**src/rtl/phy_tx_stripe_ser.sv**
```systemverilog
// Purpose: N-lane PHY transmit core. Words enter a FIFO and their bytes are striped
//          across the lanes, then each lane is shifted out MSB-first, one bit per clock.
// Latency: a word pushed while the lanes are idle starts 1..8 clocks later, at the next symbol boundary.
// Backpressure: ready drops when the FIFO is full, when active is low, or while reset is high.
//
// Ports:
//   clk_32f     serial bit clock (the only clock)
//   reset       synchronous, active-high reset
//   active      link enable; low = accept nothing, go idle once the current word completes
//   valid/ready word push handshake; data_input byte 0 is the top byte
//   data_out    one serial bit per lane, taken from the lane shift registers
//   is_k        per lane, high for all 8 bits of an IDLE_SYM symbol
//   sym_start   high during the MSB of every symbol (common to all lanes)
//   fifo_count  words currently held in the input FIFO
module phy_tx_stripe_ser #(
    parameter int         DATA_W   = 32,
    parameter int         LANES    = 2,
    parameter int         DEPTH    = 4,
    parameter logic [7:0] IDLE_SYM = 8'hBC
) (
    input  logic                   clk_32f,
    input  logic                   reset,
    input  logic                   active,
    input  logic                   valid,
    input  logic [DATA_W-1:0]      data_input,
    output logic                   ready,
    output logic [LANES-1:0]       data_out,
    output logic [LANES-1:0]       is_k,
    output logic                   sym_start,
    output logic [$clog2(DEPTH):0] fifo_count
);

    localparam int SPW    = DATA_W / (8 * LANES);
    localparam int PTR_W  = $clog2(DEPTH);
    localparam int CNT_W  = PTR_W + 1;
    localparam int SLOT_W = (SPW > 1) ? $clog2(SPW) : 1;

    // FIFO storage and bookkeeping
    logic [DATA_W-1:0] r_mem [DEPTH];
    logic [PTR_W-1:0]  r_wr_ptr;
    logic [PTR_W-1:0]  r_rd_ptr;
    logic [CNT_W-1:0]  r_count;

    // Serialiser state
    logic [2:0]        r_bit_cnt;
    logic [7:0]        r_shift [LANES];
    logic [LANES-1:0]  r_is_k;
    logic [DATA_W-1:0] r_word;
    logic [SLOT_W-1:0] r_slot;
    logic              r_has_word;

    // Combinational next-symbol selection
    logic              w_full;
    logic              w_empty;
    logic              w_push;
    logic              w_pop;
    logic              w_boundary;
    logic              w_cont;
    logic              w_load;
    logic [DATA_W-1:0] w_load_word;
    logic [SLOT_W-1:0] w_load_slot;
    logic [DATA_W-1:0] w_shifted;
    logic [7:0]        w_next_sym [LANES];

    always_comb begin
        w_full      = (r_count == CNT_W'(DEPTH));
        w_empty     = (r_count == '0);
        ready       = active && !w_full && !reset;
        w_push      = valid && ready;
        w_boundary  = (r_bit_cnt == 3'd7);
        // A started word always runs to its last slot, regardless of active.
        w_cont      = r_has_word && (int'(r_slot) < SPW - 1);
        w_pop       = w_boundary && !w_cont && active && !w_empty;
        w_load      = w_cont || w_pop;
        w_load_word = w_cont ? r_word : r_mem[r_rd_ptr];
        w_load_slot = w_cont ? (r_slot + SLOT_W'(1)) : '0;
        w_shifted   = '0;
        for (int l = 0; l < LANES; l++) begin
            // Lane l in slot s carries byte s*LANES+l; byte 0 is the top byte.
            w_shifted     = w_load_word << (8 * (int'(w_load_slot) * LANES + l));
            w_next_sym[l] = w_shifted[DATA_W-1 -: 8];
        end
    end

    // Storage has no reset: validity is tracked entirely by the pointers and count.
    always_ff @(posedge clk_32f) begin
        if (w_push) begin
            r_mem[r_wr_ptr] <= data_input;
        end
    end

    always_ff @(posedge clk_32f) begin
        if (reset) begin
            r_wr_ptr   <= '0;
            r_rd_ptr   <= '0;
            r_count    <= '0;
            r_bit_cnt  <= '0;
            r_is_k     <= '1;
            r_word     <= '0;
            r_slot     <= '0;
            r_has_word <= 1'b0;
            for (int l = 0; l < LANES; l++) begin
                r_shift[l] <= IDLE_SYM;
            end
        end else begin
            // Free-running symbol phase, wraps 7 -> 0.
            r_bit_cnt <= r_bit_cnt + 3'd1;

            if (w_push) begin
                r_wr_ptr <= r_wr_ptr + PTR_W'(1);
            end
            if (w_pop) begin
                r_rd_ptr <= r_rd_ptr + PTR_W'(1);
            end
            unique case ({w_push, w_pop})
                2'b10:   r_count <= r_count + CNT_W'(1);
                2'b01:   r_count <= r_count - CNT_W'(1);
                default: r_count <= r_count;
            endcase

            if (w_boundary) begin
                if (w_load) begin
                    r_is_k     <= '0;
                    r_has_word <= 1'b1;
                    r_slot     <= w_load_slot;
                    r_word     <= w_load_word;
                    for (int l = 0; l < LANES; l++) begin
                        r_shift[l] <= w_next_sym[l];
                    end
                end else begin
                    r_is_k     <= '1;
                    r_has_word <= 1'b0;
                    r_slot     <= '0;
                    for (int l = 0; l < LANES; l++) begin
                        r_shift[l] <= IDLE_SYM;
                    end
                end
            end else begin
                for (int l = 0; l < LANES; l++) begin
                    r_shift[l] <= {r_shift[l][6:0], 1'b0};
                end
            end
        end
    end

    always_comb begin
        for (int l = 0; l < LANES; l++) begin
            data_out[l] = r_shift[l][7];
        end
        is_k       = r_is_k;
        sym_start  = (r_bit_cnt == 3'd0);
        fifo_count = r_count;
    end

endmodule
```
**config.mk**
```make
export PLATFORM = sky130hd
export DESIGN_NAME = phy_tx_stripe_ser
export DESIGN_NICKNAME = d
export VERILOG_FILES = /design/src/rtl/phy_tx_stripe_ser.sv
export SDC_FILE = /design/constraint.sdc
export NUM_CORES = 1
export LEC_CHECK = 0
export BUFFER_PORTS_ARGS = -buffer_cell sky130_fd_sc_hd__buf_4
export CAP_MARGIN = 20
export CORE_ASPECT_RATIO = 0.9
export CORE_MARGIN = 2
export CORE_UTILIZATION = 54
export CTS_BUF_LIST = sky130_fd_sc_hd__clkbuf_16
export DETAILED_ROUTE_END_ITERATION = 8
export PLACE_DENSITY = 0.72
export SYNTH_ARGS = -nofsm -noshare
export SYNTH_HDL_FRONTEND = slang
export SYNTH_SLANG_ARGS = --single-unit
```
**constraint.sdc**
```tcl
create_clock -name clk_32f -period 2.7 [get_ports clk_32f]
set_clock_uncertainty 0.1 [all_clocks]
set_input_delay 0.27 -clock clk_32f [delete_from_list [all_inputs] [get_ports clk_32f]]
set_output_delay 0.27 -clock clk_32f [all_outputs]
set_load 0.1 [all_outputs]
```
Word level (Yosys, flattened, before mapping)
Memory sizes are Yosys's and may differ from the RTL's. A register that Yosys moved wholly into a read port is not among the register bits. Index checks and enable logic that the tools add are counted. W data, S select, Z words.

$add $sub $neg: 7. Magnitude comparators: 1. Equal/unequal tests: 4. Shifts and indexed selects: 2. Muxes and demuxes: 28. Bitwise gates (word level): 6. Reduce and logical (&&, ||, !) cells: 16.

Operator list (number): $mux W8 (6); $mux W32 (1); $shl A32 B5 Y32 (1); $shl A32 B6 Y32 (1); $mux W1 (17); $logic_and A1 B1 Y1 (7); $add A3 B1 Y3 const B (2); $eq A3 B3 Y1 const B (2); $logic_not A3 Y1 (2); $mux W2 (3); $or A1 B1 Y1 (6); $pmux W3 S2 (1); $add A2 B1 Y2 const B (2); $logic_not A1 Y1 (4); $add A2 B1 Y3 const B (1); $sub A3 B1 Y3 const B (1); $eq A2 B1 Y1 const B (1); $eq A2 B2 Y1 const B (1); $reduce_and A2 Y1 (1); $reduce_bool A2 Y1 (1); $add A1 B1 Y1 const B (1); $logic_or A1 B1 Y1 (1); $lt A1 B1 Y1 const B (1).

Register bits after elaboration: 46. RAM bits: 144. Output and inout bits: 9. Memories: 2.

Memory list: r_mem (words 4, bits a word 32, read ports 1, clocked after memory_dff 1, wr ports 1, RTL line 39) `logic [DATA_W-1:0] r_mem [DEPTH];`; r_shift (words 2, bits a word 8, read ports 2, clocked after memory_dff 0, wr ports 2, RTL line 46) `logic [7:0] r_shift [LANES];`.

Longest topological paths before layout
Depth after elaboration: 14. Mapped depth: 11. Mapped depth without buffers: 10.

Least setup slack after synthesis
OpenSTA, ideal clock, no wires.

Kind: reg-to-output. Start point: reg r_count[0] (netlist: fifo_count[0]). End point: out ready. Arrival time: 3.419 ns. Data required time: 2.330 ns. Slack: -1.089 ns. Cell stages (with the launch flop): 3. Path buffers: 0. Cell sequence: dfxtp_1 -> nor3b_1 -> nor3b_1.

Longest elaborated chain between the ends: 4.

Ends and longest elaborated chain: start, declared (RTL line 42) `logic [CNT_W-1:0] r_count;`; start signal, assigned (RTL line 116) `2'b10: r_count <= r_count + CNT_W'(1);`; start signal, assigned (RTL line 117) `2'b01: r_count <= r_count - CNT_W'(1);`; start signal, assigned (RTL line 118) `default: r_count <= r_count;`; $eq A3 B3 Y1 (RTL line 66) `w_full = (r_count == CNT_W'(DEPTH));`; $logic_not A1 Y1 (RTL line 68) `ready = active && !w_full && !reset;`; $logic_and A1 B1 Y1 (2 in a row) (RTL line 68); end, declared (RTL line 26) `output logic ready,`.

Every way passes these cells.

Worst setup path in the final report
Start point: reg r_count[2] (netlist: fifo_count[2]). End point: reg r_count[2] (netlist: fifo_count[2]).

Longest elaborated chain between the ends: 7. Elaborated cells between the ends (all ways): 14.

Ends and longest elaborated chain: $eq A3 B3 Y1 (RTL line 66); $logic_not A1 Y1 (RTL line 68); $logic_and A1 B1 Y1 (2 in a row) (RTL line 68); $logic_and A1 B1 Y1 (RTL line 69) `w_push = valid && ready;`; $eq A2 B1 Y1 or $eq A2 B2 Y1 (tied branches) (RTL line 115) `unique case ({w_push, w_pop})`; $pmux W3 S2 or $reduce_bool A2 Y1 (tied branches).

Several ways; a longest one is shown, not always the timed one. A chain may end at the register's enable or synchronous reset.

==> implementation parameters <==
Parameter                              Value

Routing
  Vias per Instance ... around 5.6
  Total wire length after detailed routing ... approximately 13000 um
  Remaining design rule violation count ... 0
  Vias ... between 3000 and 4000
  Drt initial violations ... approximately 240
  Per-cell routed wire length ... roughly 19 um
  Detail Route Antenna Nets ... 0
  DR pass1 iterations ... 4

Place
  Placed Cells ... approximately 600
  Detailed placer's ending HPWL ... a little under 8000 um
  Routability congestion estimate from global placement ... between 0.7 and 0.8
  I/O Buffers ... 44

Critical path
  Worst setup path startpoint ... fifo_count[2]
  Maximum net fanout on the critical path ... 7
  Critical path endpoint category ... register
  Critical path data arrival time ... approximately 2.7 ns
  Endpoint required time on the critical path ... slightly below 3 ns
  Worst r2r src ... fifo_count[2]
  Critical Path Source Type ... register
  Critical path type ... reg -> reg

CTS
  Clock H-tree levels ... 4
  Number of buffers on the longest clock path ... 2
  Number of buffers inserted to repair setup after CTS ... 0
  Clk sink count ... about 180
  Clock root cell ... clkbuf_16
  TritonCTS clock tree ... yes
  TritonCTS Buffers ... 17
  Worst-path clk slew ... ~0.060 ns
  Clk Latency, worst-skew pair ... between 0.4 and 0.5 ns

Cells and area
  Leading cell type in the layout, fill and taps excluded ... edfxtp_1
  Final instance count without filler cells ... 666
  Net count, final ... between 500 and 600
  Signed area change from the synthesized netlist to the final layout ... 20.6%
  Most used cells in the layout excluding fill and tap cells ... edfxtp_1 (144), buf_4 (58), dlygate4sd3_1 (32)
  Final core area utilization ... between 60% and 70%
  Antenna diode count ... 0
  Fraction of final layout cells with drive strength greater than 1 ... about a quarter

Pwr
  Share of power burned in registers ... between 50% and 60%
  Share of power burned in the clock network ... 40.4%
  P_int ... roughly 4300 uW
  Peak supply drop ... ~0.58 mV
  Leak pwr ... 0.00280 uW
  Post-layout total power ... ~5400 uW
  Power density normalized to cell area ... 652 nW/um2
  Comb power frac ... between 4 and 5%
  Net Sw Frac ... between 20% and 30%
  Net switching power figure ... 1100 uW

STA
  Headroom to the max-slew limit ... 63.3%
  Number of pins exceeding their max-slew limit in the final report ... 0
  Slew @ Worst Pin ... approximately 0.55 ns
  Highest achievable clock rate ... about 400 MHz
  RSZ-0062 raised after global routing ... false
  Endpoints failing setup ... 0
  Shortest period the worst path allows ... 2.49 ns
  WHS ... roughly 0.23 ns
  Fraction of the cycle the final worst path needs ... around 90%
  Hold Violations, Final ... 0
  Total Negative Setup Slacks ... 0 ns

Global route
  Initial antenna violation count ... 0
  Vias in the first global route ... 3919
  Met1 track demand over resource in global routing ... between 20% and 30%
  Pin count of the biggest net entering global routing ... 45
  Congestion Overflow GR ... 0
  Routing layer with the top usage in global route ... met2
  Met3 track demand over resource ... around 6.2%
  Total routing usage reported by global routing ... around a fifth
  Global-route wire length before repair ... ~21000 um
  Global routing usage on met2 ... 33.2%

Logic synthesis
  Yosys warning total ... 0
  Area fraction in and, or, nand and nor cells after synthesis ... under 10%
  Number of synthesized flops with an enable pin ... approximately 140
  Cell taking the most area after synthesis ... edfxtp_1
  Compound-Gate Fraction of Synth Area ... ~4.5%
  Mean cell area of the mapped netlist ... about 18 um2
  Dominant register cell in the synthesized netlist ... edfxtp_1
  Post-synthesis instance area ... between 6000 and 7000 um2
  Total of flip-flops plus latches after synthesis ... around 180
  Top cell type's share of synthesized area ... a little over three fifths
  Main combinational cell family by area after synthesis ... multiplexers
  Seq/Total Area, Yosys ... 71.6%
  Share of synthesized registers carrying an async set or reset ... 0%
  Parity-gate share of the synthesized area counting xor and xnor cells ... less than 1%
  Mux contribution to synthesized area ... between 10% and 20%
  Post-Synth Adder-Cell Area ... ~1.7%
  Number of instances in the synthesized netlist ... just under 400
  Count of cell types in the netlist ... 42
  Top cells by area, synth ... edfxtp_1 (63%), mux4_2 (9.1%), dfxtp_1 (9.0%)

Outcome
  Status ... finished, final reports clean

Die
  Initial Util ... 54.8%
  Row count ... 39
  Width of the chip ... approximately 120 um
  Die outline height ... between 100 and 150 um
  Die Area ... ~14000 um2
  Number of placed I/O pins ... 45
  Core Area ... 12600 um2

Hold path
  Critical hold path startpoint ... active
  Class of the most critical hold timing path ... in -> reg

Flow run
  Max capacitance violation total ... 0
## registers in the layout, indices dropped and copies added, names as in the netlist, named ones only
name	cells
r_mem	128
r_shift	16
r_word	16
fifo_count	3
r_bit_cnt	3
r_rd_ptr	2
r_wr_ptr	2
is_k	1
r_has_word	1
r_slot	1
## layer usage
layer / vias to the layer above / part of all wire, % / wire, um
met5: - / 0 / 0
met1: 1896 / 45 / 5810
met4: 0 / 1.4 / 177
met3: 13 / 2.8 / 359
met2: 71 / 51 / 6550
li1: 1727 / - / -
## power by group through the flow
stage               Clock [uW]  Combinational, uW  Sequential, uW
global route              2350                278            2980
floorplan                    0                115            3040
global placement             0                211            3030
CTS                       2230                256            2980
detailed placement           0                218            3040
finish                    2190                256            2980
## final cells by class
class                      instances  area (um2)
clock buffer                      17         425
clock inverter                    15         106
timing repair buffer              92         796
multi-input combinational        194        1810
inverter                           9        33.8
fill                             870        4270
sequential                       175        4950
tap                              164         205
## synthesized netlist by cell type (2+ instances only)
cell type	count
a21oi_1	6
a32oi_1	3
and2_1	4
buf_2	11
buf_4	4
buf_6	3
clkbuf_1	10
dfxtp_1	31
edfxtp_1	144
ha_1	8
inv_1	9
mux2_2	2
mux2i_1	2
mux4_1	4
mux4_2	28
nand2_1	14
nand2b_1	18
nand4_1	21
nor2_1	8
nor2b_1	6
nor3b_1	2
o21ai_0	16
o21ai_1	2
o221a_1	7
o221a_2	2
o31a_1	2
or3_1	10
xor2_1	2
## kinds of logic after synthesis
group	after synthesis
xor gates and xnor gates	2
DFF	175
adders and majority gates	9
buffers and inverters	39
AOI/OAI and AO/OA	43
muxes	36
other	1
and+or+nand+nor	88
## timing repair
item | CTS | global route
resized for setup | 0 | 0
hold buffers | 32 | 0
endpoints found under the setup margin | 0 | 0
endpoints found under the hold margin | 128 | 0
## per-stage QoR
stage | area [um2] | worst slack (ns)
2_1_floorplan | 6970 | 0.0125
3_3_place_gp | 7470 | 0.323
3_5_place_dp | 7470 | 0.191
4_1_cts | 8320 | 0.183
5_1_grt | 8320 | 0.0614
6_report | 8320 | 0.210
## worst paths after layout
check	end	slack (ns)	depth (start not counted)
setup / recovery	fifo_count[2]	0.21	9
hold / removal	register	0.23	4
setup reg to reg	fifo_count[2]	0.21	9
hold reg to reg	r_word[3]	0.38	2
## worst max-delay path: stages (launching register included)
cell	delay, ns
dfxtp_2	0.37
nor3b_1	0.31
and4bb_2	0.34
inv_1	0.07
ha_1	0.18
inv_1	0.06
fa_1	0.38
xor2_1	0.16
or3_1	0.31
a21oi_1	0.14
Power figures use the tool's default switching activity.
